## src/rtl/hvac_actuator_ctrl.sv

```systemverilog
// rtl/hvac_actuator_ctrl.sv - heater/compressor/fan actuator sequencer with min-on, anti-short-cycle lockout and fan run-on (optional: HVAC_FAN_RUNON_EN)
module hvac_actuator_ctrl #(
  parameter int MIN_ON  = 8,
  parameter int MIN_OFF = 6,
  parameter int RUNON   = 4,
  parameter int CNT_W   = 8
) (
  input  logic       clk,
  input  logic       rst_n,
  input  logic       heating_req,
  input  logic       cooling_req,
  output logic       heater_on,
  output logic       compressor_on,
  output logic       fan_on,
  output logic [1:0] state,
  output logic       cool_wait,
  output logic       fault
);

  localparam logic [1:0] S_IDLE  = 2'd0;
  localparam logic [1:0] S_HEAT  = 2'd1;
  localparam logic [1:0] S_COOL  = 2'd2;
  localparam logic [1:0] S_RUNON = 2'd3;

  // Timers count down to zero, so each load value is the duration minus one.
  localparam logic [CNT_W-1:0] MIN_ON_LD  = CNT_W'(MIN_ON - 1);
  localparam logic [CNT_W-1:0] MIN_OFF_LD = CNT_W'(MIN_OFF - 1);
`ifdef HVAC_FAN_RUNON_EN
  localparam logic [CNT_W-1:0] RUNON_LD   = CNT_W'(RUNON - 1);
`endif
  localparam logic [CNT_W-1:0] CNT_ONE    = CNT_W'(1);
  localparam logic [CNT_W-1:0] CNT_ZERO   = '0;

  // Reject timer settings that cannot be represented or would give a zero duration.
  generate
    if (MIN_ON < 1 || MIN_OFF < 1 || RUNON < 1 ||
        MIN_ON >= (2 ** CNT_W) || MIN_OFF >= (2 ** CNT_W) || RUNON >= (2 ** CNT_W)) begin : g_bad_params
      $error("hvac_actuator_ctrl: timer parameter out of range");
    end
  endgenerate

  logic [CNT_W-1:0] run_tmr;
  logic [CNT_W-1:0] lock_tmr;
  logic [CNT_W-1:0] run_nxt;
  logic [CNT_W-1:0] lock_nxt;
  logic [1:0]       state_nxt;
  logic             cool_wait_nxt;
  logic             conflict;
  logic             load_req;

  assign conflict = heating_req & cooling_req;

  // Next-state, timer and cool_wait decisions from the sampled request levels.
  always_comb begin
    state_nxt     = state;
    run_nxt       = run_tmr;
    lock_nxt      = (lock_tmr != CNT_ZERO) ? (lock_tmr - CNT_ONE) : lock_tmr;
    cool_wait_nxt = 1'b0;
    load_req      = (state == S_HEAT) ? heating_req : cooling_req;

    case (state)
      S_IDLE: begin
        if (!conflict) begin
          if (heating_req) begin
            state_nxt = S_HEAT;
            run_nxt   = MIN_ON_LD;
          end else if (cooling_req) begin
            if (lock_tmr == CNT_ZERO) begin
              state_nxt = S_COOL;
              run_nxt   = MIN_ON_LD;
            end else begin
              cool_wait_nxt = 1'b1;
            end
          end
        end
      end

      S_HEAT, S_COOL: begin
        if (run_tmr == CNT_ZERO && (!load_req || conflict)) begin
          // Compressor just stopped: arm the anti-short-cycle lockout.
          if (state == S_COOL) begin
            lock_nxt = MIN_OFF_LD;
          end
`ifdef HVAC_FAN_RUNON_EN
          state_nxt = S_RUNON;
          run_nxt   = RUNON_LD;
`else
          state_nxt = S_IDLE;
`endif
        end else if (run_tmr != CNT_ZERO) begin
          run_nxt = run_tmr - CNT_ONE;
        end
      end

      S_RUNON: begin
`ifdef HVAC_FAN_RUNON_EN
        if (run_tmr == CNT_ZERO) begin
          state_nxt = S_IDLE;
        end else begin
          run_nxt = run_tmr - CNT_ONE;
        end
`else
        state_nxt = S_IDLE;
`endif
      end

      default: state_nxt = S_IDLE;
    endcase
  end

  // State, timers and Moore-decoded drives all update together on the clock edge.
  always_ff @(posedge clk) begin
    if (!rst_n) begin
      state         <= S_IDLE;
      run_tmr       <= CNT_ZERO;
      lock_tmr      <= CNT_ZERO;
      heater_on     <= 1'b0;
      compressor_on <= 1'b0;
      fan_on        <= 1'b0;
      cool_wait     <= 1'b0;
      fault         <= 1'b0;
    end else begin
      state         <= state_nxt;
      run_tmr       <= run_nxt;
      lock_tmr      <= lock_nxt;
      heater_on     <= (state_nxt == S_HEAT);
      compressor_on <= (state_nxt == S_COOL);
      fan_on        <= (state_nxt != S_IDLE);
      cool_wait     <= cool_wait_nxt;
      fault         <= conflict;
    end
  end

endmodule

```

## config.mk

```make
export PLATFORM = sky130hd
export DESIGN_NAME = hvac_actuator_ctrl
export DESIGN_NICKNAME = d
export VERILOG_FILES = /design/src/rtl/hvac_actuator_ctrl.sv
export SDC_FILE = /design/constraint.sdc
export NUM_CORES = 1
export LEC_CHECK = 0
export BUFFER_PORTS_ARGS = -buffer_cell sky130_fd_sc_hd__buf_2
export CAP_MARGIN = 15
export CORE_MARGIN = 2
export CORE_UTILIZATION = 57
export DETAILED_ROUTE_END_ITERATION = 7
export PLACE_DENSITY_LB_ADDON = 0.05
export REMOVE_ABC_BUFFERS = 1
export SLEW_MARGIN = 20
export SYNTH_ARGS = -nofsm -noshare
export SYNTH_HDL_FRONTEND = slang
export SYNTH_SLANG_ARGS = --single-unit
```

## constraint.sdc

```tcl
create_clock -name clk -period 2.8 [get_ports clk]
set_input_delay 0.84 -clock clk [delete_from_list [all_inputs] [get_ports clk]]
set_output_delay 0.84 -clock clk [all_outputs]
set_load 0.01 [all_outputs]
```

Yosys cells after proc, flatten, opt, wreduce, memory -nomap -nowiden
Index checks and enable logic that the tools add are counted.

Bits in registers: 23.

$add $sub $neg: 2. Muxes and demuxes: 19. Bitwise operators: 4. Equality and inequality tests: 10. Reductions and logical operators: 13.

Operators by type and width (number): $mux 8 (10); $logic_not 8->1 (2); $pmux 8 s2 (1); $reduce_bool 8->1 (2); $sub 8x1->8 const B (2); $mux 2 (5); $eq 2x2->1 const B (3); $ne 2x2->1 const B (3); $ne 3x3->1 const B (2); $pmux 2 s3 (1); $reduce_and 6->1 (1); $reduce_or 5->1 (1); $eq 2x1->1 const B (2); $reduce_bool 2->1 (2); $not 1->1 (3); $logic_not 2->1 (1); $mux 1 (2); $reduce_or 2->1 (1); $and 1x1->1 (1); $logic_and 1x1->1 (1); $logic_not 1->1 (1); $logic_or 1x1->1 (1).

Logic depth before layout (Yosys ltp)
Gate-level depths: netlist of the first run.

Depth in word-level cells: 8. Gate-level depth with buffers: 7.

Least setup slack after synthesis of the first run
Ideal clock, no wire load.

Kind: reg-to-reg. From: reg state[0]. To: reg run_tmr[4]. Slack: 558 ps. Arrival: 2120 ps. Period minus slack after synthesis: 2242 ps. Stages on the path, launching flop included: 8. Buffers on the path: 1. Cells stage by stage: dfxtp_1 > inv_1 > ha_1 > clkbuf_1 > inv_1 > a221oi_1 > a21oi_1 > a311o_1.

Cells in the longest elaborated chain, start to end: 7. Elaborated cells between the ends (all ways): 16. Those cells by class: 7 x eq/ne; 2 x mux; 7 x reduce/logical.

Ends and longest elaborated chain: start, declared (RTL line 15) `output logic [1:0] state,`; start signal, assigned (RTL line 123) `state <= state_nxt;`; $eq 2x1->1 (RTL line 59, 61); $mux 1 (RTL line 59) `load_req = (state == S_HEAT) ? heating_req : cooling_req;`; $logic_not 1->1 (RTL line 79) `if (run_tmr == CNT_ZERO && (!load_req || conflict)) begin`; $logic_or 1x1->1 (RTL line 79); $logic_and 1x1->1 (RTL line 79); $ne 2x2->1 (no source line); $reduce_and 6->1 (no source line); end signal, assigned (RTL line 124) `run_tmr <= run_nxt;`; end, declared (RTL line 42) `logic [CNT_W-1:0] run_tmr;`.

Several ways; a longest one is shown, not always the timed one. A chain may end at the register's enable or synchronous reset.

Worst setup path after layout of the first run
Ends and elaborated chain as after synthesis.

==> summary.txt, run 1 <==
Cells and area
  – Area growth syn-to-layout: 8.49%
  – FILL cells: 166
  – Area of the multi-input gates: 738 um2
  – Number of inserted diodes: 0
  – Final net count: 167
  – Register area: 460 um2
  – Core Util, Final: 67.2%
  – Share of layout cells above drive strength 1: 14.6%

Synth
  – Dominant synthesized flop cell: dfxtp_1
  – EDFF count, synth: 0
  – Multiplexer share of the synthesized area: 0%
  – Synth Register Bits: 23
  – Register area share after synthesis: 36.8%
  – Mapped cell area: 1250 um2
  – Synth area leader: dfxtp_1
  – Cell with the most instances after synthesis: dfxtp_1
  – Compound-Gate Fraction of Synth Area: 20.5%
  – Syn Area/Cell: 8.58 um2
  – Largest family of logic cells by synthesized area: simple AND/OR/NAND/NOR gates
  – Post-synth top cells: 23 x dfxtp_1, 15 x nor2_1, 9 x nand3_1
  – XOR/XNOR Fraction of Synth Area: 4.20%
  – Synth warnings: 0
  – Simple logic cell fraction of the synthesized area: 29.3%
  – Synth Instances: 146
  – Async set or reset register ratio after synthesis: 0%
  – Adder-cell area share of the yosys netlist: 5.00%
  – Synth cell types: 47
  – Share of Yosys cell area claimed by the top area cell type: 36.8%
  – Top cells by area, synth: dfxtp_1 37%, ha_1 5.0%, nor2_1 4.5%

Setup path
  – Worst setup SP type: flip-flop
  – Worst path arrival time: 2.72 ns
  – CP required: 3.02 ns
  – R2R Path End: run_tmr[4]
  – Worst Reg-to-Reg Cells: 6
  – Reg-to-reg startpoint: state[0]
  – Largest fanout on the critical path: 11
  – Kind of end point of the critical path: flip-flop
  – R2r setup slk: 0.30 ns
  – Critical path class: flip-flop to flip-flop

Timing
  – Final period util: 89.5%
  – Final slew viol count: 0
  – Worst-Margin Slew: 0.682 ns
  – Final setup viols: 0
  – Period minus WS final: 2.50 ns
  – Headroom to the max-slew limit: 54.1%
  – Final worst slack: 0.295 ns
  – Max Freq: 399 MHz
  – Endpoints failing hold: 0
  – RSZ-0062 raised after global routing: no
  – Clock skew: 0.0144 ns
  – TNS Setup: 0 ns

Pwr
  – Leakage: 0.553 nW
  – Pwr dens: 906 nW/um2
  – Max VDD drop: 0.555 mV

Job
  – Max-cap violations: 0

Floorplanning
  – Die Ht: 50.9 um
  – Die X: 50.9 um
  – Initial Utilization: 61.9%
  – Row Count: 16
  – Num ports: 11
  – Core area: 2020 um2
  – Die ar.: 2590 um2

Route
  – Via density: 6.36
  – Vias: 1170
  – DRT antenna net count: 0
  – Starting DRT DRC Count: 37
  – DRC: 0
  – Detailed-route wire length per cell: 14.7 um
  – Detailed-router iteration count before antenna repair: 4
  – WL final: 2710 um

Placement
  – Buffers on Ports: 10
  – Final RePlAce weighted congestion: 0.905
  – Setup WS pre-CTS: 0.350 ns
  – DP HPWL: 1970 um

GRT
  – Largest net degree at the start of global routing: 19
  – Total Routing Usage GR: 23.3%
  – Global-route wire length before repair: 4660 um
  – Initial antenna violation count: 0
  – Remaining Overflow, GRT: 0
  – Vias in the first global route: 1091

Status
  – Status: complete, no violations

Clock network
  – Clock Pin Slew Worst Setup and Hold Paths: 0.14 ns
  – H-tree Lvls: 1
  – # Post-CTS Setup Buffers: 0
  – CTS Root Cell: clkbuf_4
  – Number of buffers created by CTS: 3
  – Clk sinks: 23
  – Resized cells post-CTS: 0
  – Worst skew pair latency: 0.33 ns
  – CTS tree: yes
  – Clock buffer depth: 2
  – CTS Hold Buffers Added: 0

Worst hold path
  – Hold Path Depth: 2
  – Hold Path Origin: lock_tmr[3]
  – Worst hold endpoint: lock_tmr[3]
  – Hold Path Class: flip-flop to flip-flop
==> per-stage QoR <==
step	power (mW)	cell area [um2]	cells	hold WS (ns)
after floorplan	0.924	1230	141	0.477
after global placement	1.05	1330	180	0.505
after detailed placement	1.07	1330	180	0.505
after CTS	1.23	1360	184	0.526
after global routing	1.33	1360	184	0.553
final	1.23	1360	184	0.530
==> layout by cell type, fill, tap and decap left out, types with 3 or more instances in the layout <==
master / n
dfxtp_1: 23
nor2_1: 15
buf_2: 10
nand3_1: 9
inv_1: 8
nand2_1: 8
a21oi_1: 6
nor4b_1: 5
ha_1: 5
a211oi_1: 4
nor3_1: 4
xnor2_1: 4
nor4_1: 3
and3_1: 3
clkbuf_4: 3
==> power by group <==
group / internal, mW / switching (mW)
sequential: 0.403 / 0.0784
clock: 0.0536 / 0.108
combinational: 0.260 / 0.328
==> critical path: stages, from the launching register on <==
cell	delay [ns]
dfxtp_1	0.44
inv_1	0.11
ha_1	0.48
nor4b_1	0.51
a21oi_1	0.21
and3_1	0.28
a311o_1	0.35
==> cell type report <==
cell class	count	area share, %
clock buffers	3	1.66
clock inverters	1	0.368
inverters	9	2.49
multi-input cells	109	54.3
flip-flops and latches	23	33.9
well taps	27	2.49
repair buffers	12	4.79
==> cell families after synthesis <==
logic type               Yosys count
flip-flops                        23
AO/OA/AOI/OAI                     33
adder cells (fa/ha/maj)            5
buffers and inverters             14
XOR/XNOR                           6
AND/OR/NAND/NOR                   65
==> sequential cells by signal, summed over array words and instances (netlist names) <==
name,count
compressor_on,1
cool_wait,1
fan_on,1
fault,1
heater_on,1
lock_tmr,8
run_tmr,8
state,2
==> worst max-delay path by stage <==
stage | depth (start not counted) | end | from | slack, ns
after floorplan | 6 | run_tmr[4] | state[0] | 0.58
after global placement | 6 | run_tmr[4] | state[0] | 0.48
after detailed placement | 6 | run_tmr[4] | state[0] | 0.35
after CTS | 6 | run_tmr[4] | state[0] | 0.32
after global routing | 6 | run_tmr[4] | state[1] | 0.15
final | 6 | run_tmr[4] | state[0] | 0.30
==> layer usage <==
layer / vias to the layer above / GRT usage (%) / part of all wire (%)
li1: 569 / - / -
met1: 551 / 28.5 / 46
met3: 5 / 5.56 / 6.4
met5: - / 0 / 0
met2: 45 / 40.8 / 46
met4: 0 / 6.76 / 1.1
Note: power is estimated with default switching activity, not from simulation.
==> run 2: changes to the inputs <==
--- a/config.mk
+++ b/config.mk
@@ -8,7 +8,7 @@
 export BUFFER_PORTS_ARGS = -buffer_cell sky130_fd_sc_hd__buf_2
 export CAP_MARGIN = 15
 export CORE_MARGIN = 2
-export CORE_UTILIZATION = 57
+export CORE_UTILIZATION = 52
 export DETAILED_ROUTE_END_ITERATION = 7
 export PLACE_DENSITY_LB_ADDON = 0.05
 export REMOVE_ABC_BUFFERS = 1
==> constraint.sdc (replaced) <==
create_clock -name clk -period 2.1 [get_ports clk]
set_input_delay 0.63 -clock clk [delete_from_list [all_inputs] [get_ports clk]]
set_output_delay 0.63 -clock clk [all_outputs]
set_load 0.01 [all_outputs]
==> run 2 against run 1 <==
Die area grew 8.8%. Non-clock buffer count rose by 14. Critical path depth up 1. Via count increased by 2.8%. Utilization fell by 1.7 points. Clock power increased by 30%. Combinational power up 55%. Largest power group unchanged. Highest routed layer unchanged.
==> summary.txt, run 2 (synthesized netlist as in run 1, its figures left out) <==
Status
  – Status: complete, no violations (unchanged)

Timing
  – Headroom to the max-slew limit: 69.8% (was 54.1%)
  – Final setup viols: 0 (unchanged)
  – Max Freq: 487 MHz (was 399 MHz)
  – Endpoints failing hold: 0 (unchanged)
  – Final slew viol count: 0 (unchanged)
  – Clock skew: 0.00300 ns (was 0.0144 ns)
  – TNS Setup: 0 ns (unchanged)
  – Worst-Margin Slew: 0.452 ns (was 0.682 ns)
  – Final worst slack: 0.0487 ns (was 0.295 ns)
  – Final period util: 97.7% (was 89.5%)
  – Period minus WS final: 2.05 ns (was 2.50 ns)

Route
  – DRT antenna net count: 0 (unchanged)
  – Detailed-route wire length per cell: 14.7 um (about the same)
  – Starting DRT DRC Count: 31 (was 37)
  – Via density: 6.05 (was 6.36)
  – DRC: 0 (unchanged)
  – Detailed-router iteration count before antenna repair: 4 (unchanged)
  – WL final: 2920 um (was 2710 um)
  – Vias: 1203 (was 1170)

Pwr
  – Pwr dens: 1190 nW/um2 (was 906 nW/um2)
  – Max VDD drop: 0.799 mV (was 0.555 mV)
  – Leakage: 0.624 nW (was 0.553 nW)
  – PnR Total Power: 1.76 mW (was 1.23 mW)

Cells and area
  – Fin area: 1480 um2 (was 1360 um2)
  – Commonest non-fill, non-tap cell in the layout: dfxtp_1 (unchanged)
  – Final net count: 181 (was 167)
  – Share of layout cells above drive strength 1: 23.4% (was 14.6%)
  – Area growth syn-to-layout: 18.0% (was 8.49%)
  – Number of inserted diodes: 0 (unchanged)
  – Most frequent cells in the layout: 22 x dfxtp_1, 16 x buf_4, 15 x nor2_1 (was 23 x dfxtp_1, 15 x nor2_1, 10 x buf_2)
  – Post-route non-filler standard cell count: 199 (was 184)
  – Biggest regs: lock_tmr (8), run_tmr (8), state (2) (unchanged)

Clock network
  – Clock Pin Slew Worst Setup and Hold Paths: 0.13 ns (was 0.14 ns)
  – Worst skew pair latency: 0.31 ns (was 0.33 ns)
  – CTS Root Cell: clkbuf_4 (unchanged)
  – Clock buffer depth: 2 (unchanged)
  – Clk sinks: 23 (unchanged)
  – Number of buffers created by CTS: 3 (unchanged)
  – CTS tree: yes (unchanged)
  – CTS Hold Buffers Added: 0 (unchanged)
  – H-tree Lvls: 1 (unchanged)

Floorplanning
  – Die ar.: 2820 um2 (was 2590 um2)
  – Initial Utilization: 55.5% (was 61.9%)
  – Row Count: 17 (was 16)
  – Die Ht: 53.1 um (was 50.9 um)
  – Die X: 53.1 um (was 50.9 um)
  – Core area: 2250 um2 (was 2020 um2)
  – Num ports: 11 (unchanged)

Setup path
  – Critical path class: flip-flop to flip-flop (unchanged)
  – Largest fanout on the critical path: 6 (was 11)
  – Worst setup SP type: flip-flop (unchanged)
  – CP required: 2.32 ns (was 3.02 ns)
  – Kind of end point of the critical path: flip-flop (unchanged)
  – Worst path arrival time: 2.27 ns (was 2.72 ns)
  – R2r setup slk: 0.05 ns (was 0.30 ns)

GRT
  – Global-route wire length before repair: 4930 um (was 4660 um)
  – Total Routing Usage GR: 23.5% (was 23.3%)
  – Vias in the first global route: 1143 (was 1091)
  – Initial antenna violation count: 0 (unchanged)
  – Largest net degree at the start of global routing: 18 (was 19)
  – Remaining Overflow, GRT: 0 (unchanged)

Placement
  – Buffers on Ports: 10 (unchanged)
  – Final RePlAce weighted congestion: 0.854 (was 0.905)
  – DP HPWL: 2150 um (was 1970 um)
  – Placed cell count: 194 (was 180)
  – Setup WS pre-CTS: -0.0273 ns (was 0.350 ns)
  – Placed inst area: 1430 um2 (was 1330 um2)

Job
  – Max-cap violations: 0 (unchanged)

Worst hold path
  – Hold Path Class: flip-flop to flip-flop (unchanged)
[run 2: worst paths after layout]
check,startpoint,endpoint,cells after the start
setup reg to reg,run_tmr[1],lock_tmr[7],7
hold / removal,lock_tmr[3],lock_tmr[3],2
setup / recovery,run_tmr[1],lock_tmr[7],7
hold reg to reg,lock_tmr[3],lock_tmr[3],2
[run 2: metal layers]
metal / share of wire (%) / vias up / global-route usage [%]
met4: 0.58 / 0 / 8.55
met5: 0 / - / 0
met1: 44 / 558 / 28.6
met2: 49 / 40 / 42.3
met3: 6.0 / 3 / 2.54
li1: - / 602 / -
[run 2: worst max-delay path, stage by stage, from the launching register on]
cell and delay [ns]:
dfxtp_2 0.35, inv_1 0.05, ha_1 0.14, or4b_4 0.51, or3_2 0.51, o211ai_1 0.18, buf_4 0.16, nor2_1 0.05
[run 2: per-stage QoR]
step                util [%]  hold slack, ns
detailed placement      63.4           0.506
global route            65.5           0.562
global placement        63.4           0.496
CTS                     64.9           0.537
floorplan                  -           0.477
finish                  65.5           0.535
[run 2: where the power goes]
| part | total [mW] | internal, mW | switching (mW) |
|---|---|---|---|
| clock network | 0.210 | 0.0743 | 0.136 |
| registers | 0.635 | 0.539 | 0.0959 |
| logic | 0.912 | 0.438 | 0.474 |
| total | 1.76 | 1.05 | 0.705 |
[run 2: final cells by class]
cell class	instances	area (um2)
Sequential cell	23	462
Fill cell	214	777
Clock buffer	4	26.3
Timing Repair Buffer	26	170
Inverter	9	33.8
Multi-Input combinational cell	109	751
Tap cell	28	35.0
[run 2: what timing repair did]
action | CTS | global route
buffers inserted | 1 | 0
gates resized for setup | 0 | 4
endpoints found under the setup margin | 1 | 9
pin swaps | 1 | 2
cloned | 0 | 0
